[src/rtl/channel_rng.sv]
// Pseudo-random integer source: Fibonacci LFSR scaled into [cfg_lo, cfg_lo + cfg_span - 1],
// delivered through a two-stage valid/ready pipeline with a threshold hit flag and hit counter.
module channel_rng #(
    parameter int unsigned       LFSR_W = 16,
    parameter logic [LFSR_W-1:0] TAPS   = 16'hB400,
    parameter logic [LFSR_W-1:0] SEED   = 16'h0043,
    parameter int unsigned       OUT_W  = 7,
    parameter int unsigned       CNT_W  = 32
) (
    input  logic              clk,
    input  logic              reset,
    input  logic              enable,
    input  logic              seed_load,
    input  logic [LFSR_W-1:0] seed_value,
    input  logic [OUT_W-1:0]  cfg_span,
    input  logic [OUT_W-1:0]  cfg_lo,
    input  logic [OUT_W-1:0]  cfg_thresh,
    output logic              out_valid,
    input  logic              out_ready,
    output logic [OUT_W-1:0]  out_data,
    output logic              out_hit,
    output logic [CNT_W-1:0]  hit_count,
    output logic [LFSR_W-1:0] lfsr_state
);

    localparam int unsigned       PROD_W     = LFSR_W + OUT_W;
    localparam logic [LFSR_W-1:0] LFSR_ONE   = LFSR_W'(1);
    localparam logic [LFSR_W-1:0] RESET_SEED = (SEED == '0) ? LFSR_ONE : SEED;

    logic [LFSR_W-1:0] lfsr_q;
    logic [LFSR_W-1:0] lfsr_nxt;
    logic [LFSR_W-1:0] seed_fix;
    logic              s1_valid_q;
    logic [OUT_W-1:0]  s1_prod_q;
    logic [PROD_W-1:0] prod_full;
    logic [OUT_W-1:0]  prod_hi;
    logic [OUT_W-1:0]  out_sum;
    logic              adv;
    logic              drain;
    logic              out_fire;

    always_comb begin
        lfsr_nxt = {lfsr_q[LFSR_W-2:0], ^(lfsr_q & TAPS)};
        // Guard against a non-maximal tap mask collapsing the register to zero.
        if (lfsr_nxt == '0) begin
            lfsr_nxt = LFSR_ONE;
        end
        seed_fix = (seed_value == '0) ? LFSR_ONE : seed_value;

        // Multiply-and-shift maps the LFSR value uniformly onto [0, cfg_span).
        prod_full = PROD_W'(lfsr_q) * PROD_W'(cfg_span);
        prod_hi   = OUT_W'(prod_full >> LFSR_W);
        out_sum   = s1_prod_q + cfg_lo;

        adv      = enable && (!out_valid || out_ready);
        drain    = !enable && out_valid && out_ready;
        out_fire = out_valid && out_ready;
    end

    always_ff @(posedge clk) begin
        if (reset) begin
            lfsr_q     <= RESET_SEED;
            s1_valid_q <= 1'b0;
            s1_prod_q  <= '0;
            out_valid  <= 1'b0;
            out_data   <= '0;
            out_hit    <= 1'b0;
            hit_count  <= '0;
        end else if (seed_load) begin
            // In-flight words belong to the old sequence and are discarded.
            lfsr_q     <= seed_fix;
            s1_valid_q <= 1'b0;
            out_valid  <= 1'b0;
            hit_count  <= '0;
        end else begin
            if (adv) begin
                s1_prod_q  <= prod_hi;
                s1_valid_q <= 1'b1;
                lfsr_q     <= lfsr_nxt;
                out_data   <= out_sum;
                out_hit    <= (out_sum < cfg_thresh);
                out_valid  <= s1_valid_q;
            end else if (drain) begin
                out_valid <= 1'b0;
            end
            if (out_fire && out_hit && (hit_count != '1)) begin
                hit_count <= hit_count + CNT_W'(1);
            end
        end
    end

    assign lfsr_state = lfsr_q;

endmodule

[config.mk]
export PLATFORM = sky130hd
export DESIGN_NAME = channel_rng
export DESIGN_NICKNAME = d
export VERILOG_FILES = /design/src/rtl/channel_rng.sv
export SDC_FILE = /design/constraint.sdc
export NUM_CORES = 1
export LEC_CHECK = 0
export BUFFER_PORTS_ARGS = -buffer_cell sky130_fd_sc_hd__buf_2
export CORE_MARGIN = 4
export CORE_UTILIZATION = 25
export CTS_CLUSTER_DIAMETER = 60
export DETAILED_ROUTE_END_ITERATION = 10
export SLEW_MARGIN = 10
export SYNTH_ARGS = -nofsm -noshare
export SYNTH_HDL_FRONTEND = slang
export SYNTH_SLANG_ARGS = --single-unit
[constraint.sdc]
create_clock -name clk -period 6.49 [get_ports clk]
set_input_delay 1.298 -clock clk [delete_from_list [all_inputs] [get_ports clk]]
set_output_delay 1.298 -clock clk [all_outputs]
set_load 0.05 [all_outputs]
==> results by group <==
Synthesis
  • Seq cells post-synth: 65
  • Synthesized Nets: 944
  • Most common cell in the netlist: inv_1
  • Area contributors post-synth: fa_1 21%, dfxtp_1 20%, ha_1 10%, and2_1 7.9%, inv_1 5.8%
  • Number of synthesized flops with an enable pin: 0
  • Post-synthesis sequential area ratio: between 20% and 30%
  • Distinct cell type count after synthesis: 55
  • Mapped Avg Cell Area: between 8 and 9 sq um
  • Synthesized instance count: between 700 and 800
  • Post-synthesis mux area share: 0.3077%
  • Compound-gate portion of the synthesized area: 11.33%
  • Yosys synthesis warning count: 0
  • Area leader, netlist: fa_1
  • Synth Cell Area: 0.006506 sq mm
  • Synth Area in Adders: 31.23%
  • Yosys top cell area share: a little over a fifth
  • Most common library cells after synthesis: 100 x inv_1, 82 x and2_1, 73 x nand2_1
  • Simple-Gate Fraction of Synth Area: 23.79%
  • Ys async rst share: 0%
  • Largest family of logic cells by synthesized area: adder cells
  • Commonest register cell after synthesis: dfxtp_1
  • XOR/XNOR Fraction of Synth Area: under 10%

Critical path
  • Maximum fanout along the worst path: 16
  • Critical Path End Type: register
  • CP Class: in2reg
  • Startpoint type of the worst setup path: input port
  • Register-to-Register Path Depth: 16
  • Worst EP required: around 6700 ps
  • Critical Path AT: between 5000 and 6000 ps

Clock tree
  • Maximum clock path buffer count: 2
  • Htree depth: 3
  • CTS buffer count: 9
  • # clock sinks: 65
  • Worst skew pair latency: 340 ps
  • Clk slew on worst S/H paths: 60 ps
  • CTS tree: done
  • Setup bufs post-CTS: 0
  • Root Driver: clkbuf_16
  • Hold Buf Count CTS: 0
  • Gates resized, CTS repair: 0

Power and ir drop
  • LEAKAGE: 3.600 nW
  • Design Power: 0.001524 W
  • PwrDens: 200.9 mW/mm^2
  • Maximum VDD drop: between 100 and 150 uV

STA
  • Worst-Margin Slew: between 1000 and 1500 ps
  • Final setup fails: 0
  • Max Slew Vio Count: 0
  • Fin Setup TNS: 0 ps
  • Final period demand of the worst path: 5575 ps
  • Period utilization: 85.91%
  • RSZ-0062 raised after global routing: false
  • Rel. slew slack: a little under a quarter
  • Fin Hold WS: 451.2 ps
  • Clock Skew: 7.921 ps
  • Hold Vio Cnt, Final: 0
  • Maximum clock frequency: 179.4 MHz

Route
  • Routed WL: 17,080 um
  • Vias per inst: roughly 4.7
  • DRT Pass-1 Iters: 5
  • Iter 0 DRT Violations: 366
  • # DRC: 0
  • Final ANT Viol Nets: 0
  • DR vias: about 5,600
  • DR WL/cell: 14.41 um

Global route
  • Largest net degree at the start of global routing: 36
  • Initial antenna violation count: 0
  • Vias in the first global route: 5,703
  • Global route overflow: 0
  • Tot GR Track Use: 12.19%
  • First-pass GRT wire length: 28,630 um

Die
  • Number of core rows: 58
  • Core Area: 0.02540 sq mm
  • Die area: 0.02867 sq mm
  • IO Count: 99
  • Starting Density: roughly a quarter
  • Die Wd: 169.3 um
  • Die Y: roughly 170 um

Finish
  • Fill count: approximately 2,800
  • Core Util, Final: 29.87%
  • Area growth syn-to-layout: 16.62%
  • Final non-filler cell total: approximately 1,200
  • # nets final: roughly 1,000
  • Fraction of layout cells with a size suffix above 1: 13.80%
  • Inserted Diodes: 0

Min path
  • Hold path depth: 2
  • Hold Crit Class: reg2reg

Outcome
  • Run status: completed

Placement
  • Port buffer count: 98
  • Gpl congestion: approximately 0.81
  • Post-Place Cells: ~1,200
  • Detail Placement HPWL: approximately 13,000 um

Run
  • Reported max-cap violation count: 0
[power breakdown]
| part | internal [W] | switching, W | total [W] |
|---|---|---|---|
| Sequential | 0.000413 | 0.0000307 | 0.000444 |
| Clock | 0.000359 | 0.000189 | 0.000548 |
| Combinational | 0.000211 | 0.000322 | 0.000533 |
| Total | 0.000983 | 0.000541 | 0.00152 |
[stage by stage]
stage / setup slack (ps) / instance area (sq um)
after floorplan: 923.4 / 6506
after global placement: 591.6 / 7249
after detailed placement: 571.1 / 7249
after CTS: 914.3 / 7587
after global routing: 567.8 / 7587
final: 914.7 / 7587
[cell families (layout without fill, tap and decap cells)]
group / after synthesis / in the layout
and+or+nand+nor: 298 / 298
adders and majority gates: 121 / 121
AOI/OAI and AO/OA: 117 / 117
DFF: 65 / 65
muxes: 2 / 2
buffers and inverters: 140 / 214
xor gates and xnor gates: 38 / 38
[routing by layer]
metal	share of wire [%]	vias to the layer above	track usage, %
li1	-	2716	-
met1	47	2699	16.57
met2	47	151	19.97
met3	5.9	13	3.005
met4	0.76	0	2.170
met5	0	-	0
[flip-flops by register name (all words and copies together), names as in the netlist]
name	count
s1_valid_q	1
s1_prod_q	7
lfsr_state	16
out_hit	1
out_data	7
hit_count	32
out_valid	1
[cells in the final DEF (no fill, tap or decap), types with 2 or more instances in the layout]
cell type    n
a21oi_1     55
nand2b_1     3
o211ai_1     4
a222oi_1     3
clkbuf_8     2
nand2_1     73
a211oi_1     4
a221o_1      2
bufinv_16    2
a21o_1       6
nor4_1       8
o31ai_1      3
dfxtp_1     65
buf_2       98
o21ai_0     16
nand3b_1     4
nand3_1     19
and3_1      11
ha_1        52
nand4_1     18
o22ai_1      2
and2_1      82
a221oi_1     4
xnor2_1     12
or3_1        9
inv_1      100
o21bai_1     3
clkbuf_16    9
nor2_1      54
fa_1        69
and4_1       2
xor2_1      26
nor3_1       9
mux2i_1      2
[path summary, 6_finish.rpt]
kind	from	to	slack (ps)
max reg2reg	lfsr_state[0]	s1_prod_q[2]	1450
min reg2reg	out_data[1]	out_data[1]	450
min	out_data[1]	out_data[1]	450
max	cfg_span[6]	s1_prod_q[2]	910
[critical path, stage by stage]
cell and delay (ps):
buf_2 190, and2_1 210, fa_1 530, inv_1 50
fa_1 530, inv_1 60, fa_1 520, inv_1 50
fa_1 520, inv_1 40, ha_1 340, nand2_1 60
o21ai_0 270, o21ai_0 120, a21oi_1 260, nor2_1 120
or4b_1 480, a31oi_1 170
[area by class of cell]
class,instances,area [sq um],area share [%]
clock buffer,11,252.7,3.331
clock inverter,5,85.08,1.121
inverter,100,375.4,4.947
multi-input combinational,576,4669,61.54
sequential,65,1301,17.15
tap,330,412.9,5.442
timing repair buffer,98,490.5,6.464
(Power assumes the default switching activity.)
